File: config.mk
export PLATFORM = sky130hd
export DESIGN_NAME = rgb_pwm_driver
export DESIGN_NICKNAME = d
export VERILOG_FILES = /design/src/rtl/rgb_pwm_driver.sv
export SDC_FILE = /design/constraint.sdc
export NUM_CORES = 1
export LEC_CHECK = 0
export CAP_MARGIN = 30
export CORE_ASPECT_RATIO = 1.1
export CORE_MARGIN = 2
export CORE_UTILIZATION = 41
export DETAILED_ROUTE_END_ITERATION = 8
export DONT_BUFFER_PORTS = 1
export HOLD_SLACK_MARGIN = 0.06
export PLACE_DENSITY = 0.62
export SYNTH_ARGS = -nofsm -noshare
export SYNTH_HDL_FRONTEND = slang
export SYNTH_SLANG_ARGS = --single-unit
File: constraint.sdc
create_clock -name clk -period 4.6 [get_ports clk]
set_clock_uncertainty 0.2 [all_clocks]
set_input_delay 0.23 -clock clk [delete_from_list [all_inputs] [get_ports clk]]
set_output_delay 0.23 -clock clk [all_outputs]
set_load 0.05 [all_outputs]
File: src/rtl/rgb_pwm_driver.sv
// rgb_pwm_driver: three-channel PWM LED driver with a shared period counter,
// period-aligned shadow registers and an optional blink gate.
module rgb_pwm_driver #(
    parameter int CNT_W     = 8,
    parameter int BLINK_DIV = 4
) (
    input  logic             clk,
    input  logic             rst,
    input  logic             r_in,
    input  logic             g_in,
    input  logic             b_in,
    input  logic [CNT_W-1:0] duty,
    input  logic             blink_en,
    output logic             led_r,
    output logic             led_g,
    output logic             led_b,
    output logic             period_tick
);

    typedef enum logic {
        ST_ON  = 1'b0,
        ST_OFF = 1'b1
    } state_t;

    state_t               r_state;
    state_t               w_state_nxt;
    logic [CNT_W-1:0]     r_cnt;
    logic [CNT_W-1:0]     r_sh_duty;
    logic [BLINK_DIV-1:0] r_bcnt;
    logic [BLINK_DIV-1:0] w_bcnt_nxt;
    logic                 r_sh_r;
    logic                 r_sh_g;
    logic                 r_sh_b;
    logic                 r_led_r;
    logic                 r_led_g;
    logic                 r_led_b;
    logic                 r_tick;
    logic                 w_wrap;
    logic                 w_pwm;

    assign w_wrap = (r_cnt == '1);
    assign w_pwm  = (r_cnt < r_sh_duty) && (r_state == ST_ON);

    // Blink gate: steady ON unless enabled, then toggles every 2^BLINK_DIV periods
    always_comb begin
        w_state_nxt = r_state;
        w_bcnt_nxt  = r_bcnt;
        if (!blink_en) begin
            w_state_nxt = ST_ON;
            w_bcnt_nxt  = '0;
        end else if (w_wrap) begin
            w_bcnt_nxt = r_bcnt + 1'b1;
            if (r_bcnt == '1) begin
                w_state_nxt = (r_state == ST_ON) ? ST_OFF : ST_ON;
            end
        end
    end

    always_ff @(posedge clk) begin
        if (rst) begin
            r_cnt     <= '0;
            r_bcnt    <= '0;
            r_state   <= ST_ON;
            r_sh_duty <= '0;
            r_sh_r    <= 1'b0;
            r_sh_g    <= 1'b0;
            r_sh_b    <= 1'b0;
            r_led_r   <= 1'b0;
            r_led_g   <= 1'b0;
            r_led_b   <= 1'b0;
            r_tick    <= 1'b0;
        end else begin
            r_cnt   <= r_cnt + 1'b1;
            r_tick  <= w_wrap;
            r_state <= w_state_nxt;
            r_bcnt  <= w_bcnt_nxt;
            r_led_r <= r_sh_r & w_pwm;
            r_led_g <= r_sh_g & w_pwm;
            r_led_b <= r_sh_b & w_pwm;
            if (w_wrap) begin
                r_sh_duty <= duty;
                r_sh_r    <= r_in;
                r_sh_g    <= g_in;
                r_sh_b    <= b_in;
            end
        end
    end

    assign led_r       = r_led_r;
    assign led_g       = r_led_g;
    assign led_b       = r_led_b;
    assign period_tick = r_tick;

endmodule

# After elaboration in Yosys (flattened, before gate mapping)
# Index checks and enable logic that the tools add are counted.
[classes]
addsub = 2
eq_ne = 2
n_lt_le_gt_ge = 1
n_reduce_logical = 3
muxes = 1
bitwise_logic = 5
[op_table]
columns = ["cell", "n"]
rows = [
  ["$add A8 B1 Y8 const B", 1],
  ["$eq A8 B8 Y1 const B", 1],
  ["$lt A8 B8 Y1", 1],
  ["$add A4 B1 Y4 const B", 1],
  ["$eq A4 B4 Y1 const B", 1],
  ["$and A1 B1 Y1", 3],
  ["$not A1 Y1", 2],
  ["$reduce_and A2 Y1", 1],
  ["$reduce_or A2 Y1", 1],
  ["$logic_and A1 B1 Y1", 1],
  ["$mux W1", 1],
]
[totals]
wordCells = 25
input_bits = 14
regBits = 28

# Depth between registers and ports, before layout
# Gate-level depths: netlist of the first run.
[depth]
ltp_word = 3
ltp_mapped = 6
mapped_depth_nobuf = 5

# Worst setup path after synthesis of the first run
# No wires, ideal clock.
[synth_path]
path_kind = "register to register"
from = "register r_cnt[0]"
to = "register r_state"
n_path_buf = 1
required_ps = 4279
setup_time_ps = 121
setup_slack_ps = 2839
stages_incl_launch_ff = 6
t_arrival_ps = 1440
path_cell_list = "dfxtp_1 -> ha_1 -> nand3_1 -> buf_2 -> nor4_1 -> mux2_2"
[synth_between]
elab_chain_cells = 2
[synth_lines]
columns = ["element", "line", "text"]
rows = [
  ["from (decl)", "27", "logic [CNT_W-1:0] r_cnt;"],
  ["from (signal assigned)", "73", "r_cnt <= r_cnt + 1'b1;"],
  ["$eq A8 B8 Y1", "41", "assign w_wrap = (r_cnt == '1);"],
  ["$reduce_and A2 Y1 (no source line)", "n/a", ""],
  ["to (signal assigned)", "75", "r_state <= w_state_nxt;"],
  ["to (decl)", "25", "state_t r_state;"],
]
# Every way passes these cells.
# A chain may end at the register's enable or synchronous reset.

# Worst setup path in the final report of the first run
[layout_path]
from = "register r_cnt[0]"
to = "register r_sh_b"
[layout_between]
elab_chain_cells = 1
[layout_lines]
columns = ["element", "line", "text"]
rows = [
  ["$eq A8 B8 Y1", "41", ""],
  ["to (signal assigned)", "84", "r_sh_b <= b_in;"],
  ["to (decl)", "33", "logic r_sh_b;"],
]
# Every way passes these cells.

==> impl_metrics.ini, run 1 <==
[synthesis]
synthCells = 146
synth_mux_area_frac = 0.00876
synth-xor-area-share = 0.0204
synth_top_cell_by_area = dfxtp_1
synthTopCellsByArea = dfxtp_1 (44%), ha_1 (8.8%), a21oi_1 (7.4%)
synthesis.nets = 169
synthAdderAreaFrac = 0.0876
ys_ff_latch = 28
yosysTopAreaCellShare = 0.436
synthSimpleGateAreaFrac = 0.195
ys_seq_area_frac = 0.436
yosysMostFrequentCell = dfxtp_1
synthFlopType = dfxtp_1
synth.distinct_cells = 29
synth_edf_count = 0
ys_warn_count = 0
synth_area_um2 = 1280
synth_top_family_by_area = simple AND/OR/NAND/NOR gates
async_flop_share = 0
synth_common_cells = dfxtp_1 (28), a21oi_1 (19), o21ai_0 (16), nand3_1 (15)
synth_compound_area_frac = 0.192
syn-mean-instance-area_um2 = 8.80

[critical_path]
crit_path_start_kind = register
worstPathMaxFanout = 22
worst_setup_path_end_kind = register
worstPathArrival_ns = 2.49
cp_slowest_stage_delay_ns = 0.59
crit_slowest_cell = dlygate4sd3_1
worstPathRequired_ns = 4.64
critical_path_class = reg -> reg
crit_chain = ha_1 -> nand3_1 -> o21ai_0 -> a21oi_1 -> dlygate4sd3_1

[route]
routed_wl_um = 2560
vias = 1060
drc = 0
dr.pass1.iters = 4
ant_nets = 0
drt_iter0_drc = 31
via_per_inst = 5.64
wire_per_inst_um = 13.6

[place]
post-place-cells = 171
dpl.hpwl_um = 1760
place.gp.congestion = 0.792
port_buffers = 0

[timing]
hold_viol_final = 0
timing.fmax_mhz = 408
tightest_slew_ns = 0.823
setup_violations = 0
drv_slew = 0
tns_ns = 0
fin_crit_ns = 2.45
fin_crit_sh = 0.533
timing.slew.headroom = 0.450
rsz0062_at_grt = false

[run]
drv_cap = 0

[finish]
instances_no_fill = 188
syn_to_final_growth_pct = 14.1
nets = 178
antennaDiodeCount = 0
drive_above_1_share = 0.0649

[global_routing]
grt_overflow = 0
grt_pass1_wl_um = 4640
grt_use_total = 0.159
antenna_found_initial = 0
first_global_vias = 1063
grt_max_degree = 25

[cts]
postCtsHoldBufs = 13
postCtsResizedCells = 0
numClockSinks = 28
h-tree-depth = 1
cts_setup_buffers = 0
clk_pin_slew_worst_paths_ns = 0.15
clk_latency_ns = 0.33
clockBufferDepth = 2
cts_tree = built
root_buffer = clkbuf_4
cts_made_buffers = 3

[die]
initial_core_util = 0.425
die_y_um = 62.7
dieArea_um2 = 3600
core_um2 = 3020
ios = 18
rows = 21
die_w_um = 57.4

[power]
power_per_cell_area_nw_per_um2 = 294
vdd_drop_max_uv = 263
p_leak_nw = 0.480

[run_status]
status = finished, final reports clean

[min_path]
hp-class = reg -> reg
[layer usage]
metal | GRT usage | vias up | share of wire | wire length (um)
li1 | - | 542 | - | -
met1 | 0.205 | 481 | 0.44 | 1120
met2 | 0.261 | 28 | 0.48 | 1230
met3 | 0.0207 | 9 | 0.048 | 124
met4 | 0.0669 | 0 | 0.036 | 93
met5 | 0 | - | 0 | 0
[final timing paths]
check                    start  depth (start not counted)  slack [ns]           end
setup / recovery      r_cnt[0]                          5        2.15        r_sh_b
hold / removal    r_sh_duty[6]                          2        0.29  r_sh_duty[6]
setup reg to reg      r_cnt[0]                          5        2.15        r_sh_b
hold reg to reg   r_sh_duty[6]                          2        0.29  r_sh_duty[6]
[through the flow]
step / utilization / instance area [um^2] / total power [mW] / worst slack (ns) / hold WS [ns]
finish: 0.485 / 1470 / 0.432 / 2.15 / 0.289
global route: 0.485 / 1470 / 0.449 / 1.96 / 0.323
CTS: 0.485 / 1470 / 0.434 / 2.19 / 0.289
detailed placement: 0.425 / 1280 / 0.263 / 2.38 / 0.105
global placement: 0.425 / 1280 / 0.262 / 2.44 / 0.103
floorplan: - / 1280 / 0.262 / 2.84 / 0.178
[cells by family after synthesis]
| group | after synthesis |
|---|---|
| DFF | 28 |
| and+or+nand+nor | 43 |
| AOI/OAI and AO/OA | 44 |
| adders and majority gates | 9 |
| muxes | 1 |
| xor gates and xnor gates | 3 |
| buffers and inverters | 18 |
[cell type report]
class	instances	area [um^2]
clock buffers	3	22.5
clock inverters	1	30.0
fillers	283	1560
inverters	9	33.8
multi-input cells	100	647
flip-flops and latches	28	561
well taps	34	42.5
repair buffers	13	130
[where the power goes]
group / total, mW / internal [mW] / switching, mW
clock network: 0.162 / 0.0882 / 0.0742
registers: 0.248 / 0.245 / 0.00261
logic: 0.0217 / 0.0117 / 0.00992
total: 0.432 / 0.345 / 0.0867
[placed cells by master, fill, tap and decap left out, types with 2 or more instances in the layout]
cell	instances
a211oi_1	4
clkbuf_4	3
or3_1	3
dlygate4sd3_1	13
inv_1	9
ha_1	9
or4_1	3
o31ai_1	3
xnor2_1	2
nor2_1	6
or4b_2	3
dfxtp_1	28
nand2_1	4
nor2b_1	2
o21ai_0	16
nand3_1	15
a21oi_1	19
[critical path: cells and delay by family (launching register included)]
kind | cells | cell delay [ns]
buffers and inverters | 1 | 0.59
adder cells (fa/ha/maj) | 1 | 0.23
AO/OA/AOI/OAI | 2 | 0.42
AND/OR/NAND/NOR | 1 | 0.50
flip-flops | 1 | 0.42
[flip-flops by register name (all words and copies together) (netlist names)]
| signal | flops |
|---|---|
| led_r | 1 |
| r_sh_b | 1 |
| period_tick | 1 |
| r_sh_duty | 8 |
| led_b | 1 |
| r_sh_g | 1 |
| r_bcnt | 4 |
| r_sh_r | 1 |
| led_g | 1 |
| r_cnt | 8 |
| r_state | 1 |
Note: power is estimated with default switching activity, not from simulation.
==> run 2: changes to the inputs <==
--- a/config.mk
+++ b/config.mk
@@ -5,6 +5,7 @@
 export SDC_FILE = /design/constraint.sdc
 export NUM_CORES = 1
 export LEC_CHECK = 0
+export ABC_AREA = 1
 export CAP_MARGIN = 30
 export CORE_ASPECT_RATIO = 1.1
 export CORE_MARGIN = 2
@@ -12,7 +13,7 @@
 export DETAILED_ROUTE_END_ITERATION = 8
 export DONT_BUFFER_PORTS = 1
 export HOLD_SLACK_MARGIN = 0.06
-export PLACE_DENSITY = 0.62
+export PLACE_DENSITY = 0.64
 export SYNTH_ARGS = -nofsm -noshare
 export SYNTH_HDL_FRONTEND = slang
 export SYNTH_SLANG_ARGS = --single-unit
==> constraint.sdc (replaced) <==
create_clock -name clk -period 2.2 [get_ports clk]
set_clock_uncertainty 0.2 [all_clocks]
set_input_delay 0.11 -clock clk [delete_from_list [all_inputs] [get_ports clk]]
set_output_delay 0.11 -clock clk [all_outputs]
set_load 0.05 [all_outputs]
==> run 2 against run 1 <==
Combinational power rose to 2.8 times the previous value. Global-route usage down 1.5 points. Area after synthesis up 1.7%. Flip-flop and latch count unchanged. Critical endpoint is now r_state. Routed wire length down 10%. Sequential share of layout area down 0.13 points. Largest power group unchanged. Hold slack worse by 0.036 ns. Setup slack worse by 1.6 ns. Synthesized cell count up 9.6%. Die area up 1.5%.
==> impl_metrics.ini, run 2 <==
[run_status]
status = finished, final reports clean

[die]
die_y_um = 63.2
initial_core_util = 0.429
ios = 18
dieArea_um2 = 3650
core_um2 = 3050
die_w_um = 57.8
rows = 21

[timing]
drv_slew = 0
setup_violations = 0
layout_setup_ws_ns = 0.518
fin_crit_sh = 0.765
timing.fmax_mhz = 594
hold_viol_final = 0
fin_crit_ns = 1.68
timing.slew.headroom = 0.671
worst_hold_slack_ns = 0.254
tns_ns = 0
tightest_slew_ns = 0.492
rsz0062_at_grt = false

[critical_path]
ff2ff_path_depth = 7
worstPathArrival_ns = 1.73
r2r-end = r_state
crit_path_start_kind = register
worstPathRequired_ns = 2.25
worst_setup_path_end_kind = register
reg2reg_slack_ns = 0.52
reg2reg_from = r_cnt[0]
critical_path_class = reg -> reg
worstPathMaxFanout = 26

[cts]
cts_made_buffers = 3
clockBufferDepth = 2
cts_tree = built
numClockSinks = 28
cts_setup_buffers = 0
clk_pin_slew_worst_paths_ns = 0.13
root_buffer = clkbuf_4
h-tree-depth = 1
clk_latency_ns = 0.31

[global_routing]
grt_max_degree = 27
antenna_found_initial = 0
grt_overflow = 0
grt_use_total = 0.144
grt_pass1_wl_um = 4160
first_global_vias = 995

[route]
ant_nets = 0
drt_iter0_drc = 21
vias = 1009
wire_per_inst_um = 11.1
dr.pass1.iters = 3
drc = 0
via_per_inst = 4.87
routed_wl_um = 2300

[finish]
fin_util = 0.483
drive_above_1_share = 0.133
fill_cells = 304
antennaDiodeCount = 0
nets = 198
layout.cells.most_common = dfxtp_1
instances_no_fill = 207
stdcell_area_um2 = 1470
biggestRegsByFlops = r_cnt: 8 flops, r_sh_duty: 8 flops, r_bcnt: 4 flops
syn_to_final_growth_pct = 12.6
final_cell_mix = dfxtp_1 (28), nand2_1 (27), inv_1 (21)

[run]
drv_cap = 0

[synthesis]
yosysMostFrequentCell = dfxtp_1
synth_area_um2 = 1310
ys_warn_count = 0
synthCells = 160
synth_edf_count = 0
synthFlopType = dfxtp_1
synthTopCellsByArea = dfxtp_1 (43%), ha_1 (8.6%), nand2_1 (7.8%)
yosysTopAreaCellShare = 0.429
synth.distinct_cells = 25
synth_common_cells = dfxtp_1 (28), nand2_1 (27), inv_1 (21), nor2_1 (16), a21oi_1 (12)
synthesis.nets = 183
ys_ff_latch = 28
ys_seq_area_frac = 0.429
async_flop_share = 0
syn-mean-instance-area_um2 = 8.16
synth_top_cell_by_area = dfxtp_1

[min_path]
min_from = r_in
hold_depth = 3
hp-class = in -> reg
hold_end = r_sh_r

[place]
post-place-cells = 191
dpl.hpwl_um = 1640
port_buffers = 0
pre_cts_slack_ns = 0.542
place.gp.congestion = 0.776
placed_area_um2 = 1320

[power]
vdd_drop_max_uv = 503
power_per_cell_area_nw_per_um2 = 528
p_leak_nw = 0.628
power_mw = 0.777
[run 2: cell types whose count changed in the layout (fill, tap and decap cells not counted), sizes merged, moves of 4 or more]
cell    delta
nand2     +26
inv       +14
nor2      +12
nand3     -10
a211oi     -4
[run 2: worst max-delay path: stages, from the launching register on]
cell and delay [ns]:
dfxtp_1 0.40, ha_1 0.20, nand2_2 0.08, nor2_4 0.14, nand2_4 0.23, clkinv_4 0.15, nand3_1 0.08, a21oi_1 0.15
[run 2: report_power, final]
group	internal, mW	switching [mW]	total, mW	leakage (nW)
clock	0.0641	0.136	0.200	0.0138
sequential	0.512	0.00449	0.516	0.226
combinational	0.0296	0.0308	0.0604	0.388
[run 2: layer usage]
metal / track usage / vias to the layer above / part of all wire
met1: 0.173 / 449 / 0.45
met4: 0.0291 / 0 / 0.015
li1: - / 542 / -
met3: 0.0431 / 4 / 0.031
met5: 0 / - / 0
met2: 0.251 / 14 / 0.50
[run 2: cells by family after synthesis]
group | Yosys count | share of synthesized area
simple gates | 57 | 0.197
compound gates | 37 | 0.178
flops | 28 | 0.429
buf+inv | 27 | 0.0958
fa+ha+maj | 9 | 0.0862
xor+xnor | 2 | 0.0134
[run 2: worst max-delay path by stage]
stage | start | end | slack (ns) | cells past startpoint
4_1_cts | r_cnt[0] | r_state | 0.51 | 7
3_3_place_gp | r_cnt[0] | r_state | 0.62 | 8
2_1_floorplan | r_cnt[0] | r_sh_duty[2] | 0.77 | 7
6_report | r_cnt[0] | r_state | 0.52 | 7
3_5_place_dp | r_cnt[0] | r_state | 0.54 | 7
5_1_grt | r_cnt[0] | r_state | 0.34 | 7
[run 2: cell type report]
class | count | area, um^2 | area share
Multi-Input combinational cell | 105 | 621 | 0.422
Sequential cell | 28 | 561 | 0.381
Timing Repair Buffer | 13 | 130 | 0.0884
Inverter | 24 | 95.1 | 0.0646
Tap cell | 34 | 42.5 | 0.0289
Clock buffer | 3 | 22.5 | 0.0153
[run 2: repair_timing]
item,in CTS,in global routing
endpoints found under the hold margin,28,0
endpoints found under the setup margin,0,0
hold buffers,13,0
resized for setup,0,0
==> run 3: changes to the inputs <==
==> constraint.sdc (replaced) <==
create_clock -name clk -period 1.4 [get_ports clk]
set_clock_uncertainty 0.2 [all_clocks]
set_input_delay 0.07 -clock clk [delete_from_list [all_inputs] [get_ports clk]]
set_output_delay 0.07 -clock clk [all_outputs]
set_load 0.05 [all_outputs]
==> run 3 against run 2 <==
The flow now finishes with violations (negative setup slack). First-iteration DRC count fell by 14%. Sequential power increased by 58%. Via count is 15% higher. Design area increased by 26%. Non-clock buffer count up 19. Global-route usage up 2.5 points. Routed wire length increased by 27%.
==> impl_metrics.ini, run 3 (same netlist as run 2, synthesis figures left out) <==
[finish]
syn_to_final_growth_pct = 41.6
biggestRegsByFlops = r_cnt: 8 flops, r_sh_duty: 8 flops, r_bcnt: 4 flops
layout.cells.most_common = dfxtp_1
drive_above_1_share = 0.387
antennaDiodeCount = 0
nets = 219
final_cell_mix = dfxtp_1 (22), nand2_1 (21), inv_1 (18)
fill_cells = 232

[power]
power_per_cell_area_nw_per_um2 = 685
p_leak_nw = 0.772
vdd_drop_max_uv = 665
power_mw = 1.27

[critical_path]
critical_path_class = reg -> reg
crit_path_start_kind = register
worst_setup_path_end_kind = register
worstPathMaxFanout = 8
crit_slowest_cell = dfxtp_4
reg2reg_slack_ns = -0.09
worstPathRequired_ns = 1.42
crit_chain = ha_4 -> nand2_4 -> nor2_4 -> buf_12 -> nand2_8 -> clkinv_8 -> o21ai_2 -> a21oi_1
worstPathArrival_ns = 1.51
cp_slowest_stage_delay_ns = 0.38

[global_routing]
grt_use_total = 0.169
antenna_found_initial = 0
grt_pass1_wl_um = 4720
grt_max_degree = 15
first_global_vias = 1094
grt_overflow = 0

[run_status]
violations = negative setup slack
status = finished with violations

[cts]
cts_tree = built
clk_pin_slew_worst_paths_ns = 0.14
clockBufferDepth = 2
root_buffer = clkbuf_4
numClockSinks = 28
clk_latency_ns = 0.32
h-tree-depth = 1
cts_made_buffers = 3

[run]
drv_cap = 0

[die]
die_w_um = 57.8
initial_core_util = 0.429
rows = 21
dieArea_um2 = 3650
die_y_um = 63.2
core_um2 = 3050
ios = 18

[place]
place.gp.congestion = 0.763
dpl.hpwl_um = 1780
port_buffers = 0

[timing]
setup_violations = 21
fin_crit_ns = 1.49
timing.slew.headroom = 0.660
worst_hold_slack_ns = 0.0919
tns_ns = -0.870
fin_crit_sh = 1.07
hold_viol_final = 0
layout_setup_ws_ns = -0.0943
rsz0062_at_grt = true
drv_slew = 0
timing.fmax_mhz = 669
tightest_slew_ns = 0.509

[route]
drc = 0
dr.pass1.iters = 4
routed_wl_um = 2930
wire_per_inst_um = 12.9
drt_iter0_drc = 18
ant_nets = 0
vias = 1163
via_per_inst = 5.10

[min_path]
hp-class = in -> reg
## run 3: worst max-delay path: cells and delay by family (launching register included)
| family | cells | cell delay (ns) |
|---|---|---|
| compound gates | 2 | 0.18 |
| simple gates | 3 | 0.24 |
| buf+inv | 2 | 0.22 |
| flops | 1 | 0.38 |
| fa+ha+maj | 1 | 0.17 |
## run 3: cell type report
class                   count  area [um^2]  share of cell area
clock buffers               3         22.5              0.0122
flip-flops and latches     28          571               0.309
well taps                  34         42.5              0.0230
inverters                  24          103              0.0555
multi-input cells         107          801               0.433
repair buffers             32          310               0.168
## run 3: worst paths after layout
check,start,end,cells after the start
hold reg to reg,r_sh_duty[4],r_sh_duty[4],2
setup / recovery,r_cnt[0],r_bcnt[0],8
hold / removal,rst,period_tick,2
setup reg to reg,r_cnt[0],r_bcnt[0],8
## run 3: metrics by stage
stage	std cells	area [um^2]	util	worst slack, ns
after global placement	204	1430	0.470	-0.115
after floorplan	160	1320	-	0.00214
after CTS	228	1740	0.572	-0.0537
after detailed placement	204	1430	0.470	-0.157
final	228	1850	0.607	-0.0943
after global routing	228	1850	0.607	-0.143
## run 3: metal layers
metal | GRT usage | up-vias | part of all wire
li1 | - | 591 | -
met1 | 0.195 | 538 | 0.40
met2 | 0.286 | 25 | 0.53
met3 | 0.0349 | 9 | 0.037
met4 | 0.0901 | 0 | 0.032
met5 | 0 | - | 0
## run 3: timing repair
action | in CTS | in global routing
resized for setup | 19 | 30
pin swaps | 9 | 12
hold endpoints to repair | 28 | 0
endpoints found under the setup margin | 21 | 23
setup buffers | 7 | 1
hold buffers | 13 | 0
gates cloned | 2 | 0
## run 3: where the power goes
part	leakage, nW	total [mW]	switching, mW	internal [mW]
clock network	0.0138	0.317	0.216	0.101
registers	0.229	0.814	0.00971	0.805
logic	0.529	0.136	0.0643	0.0715
total	0.772	1.27	0.290	0.977
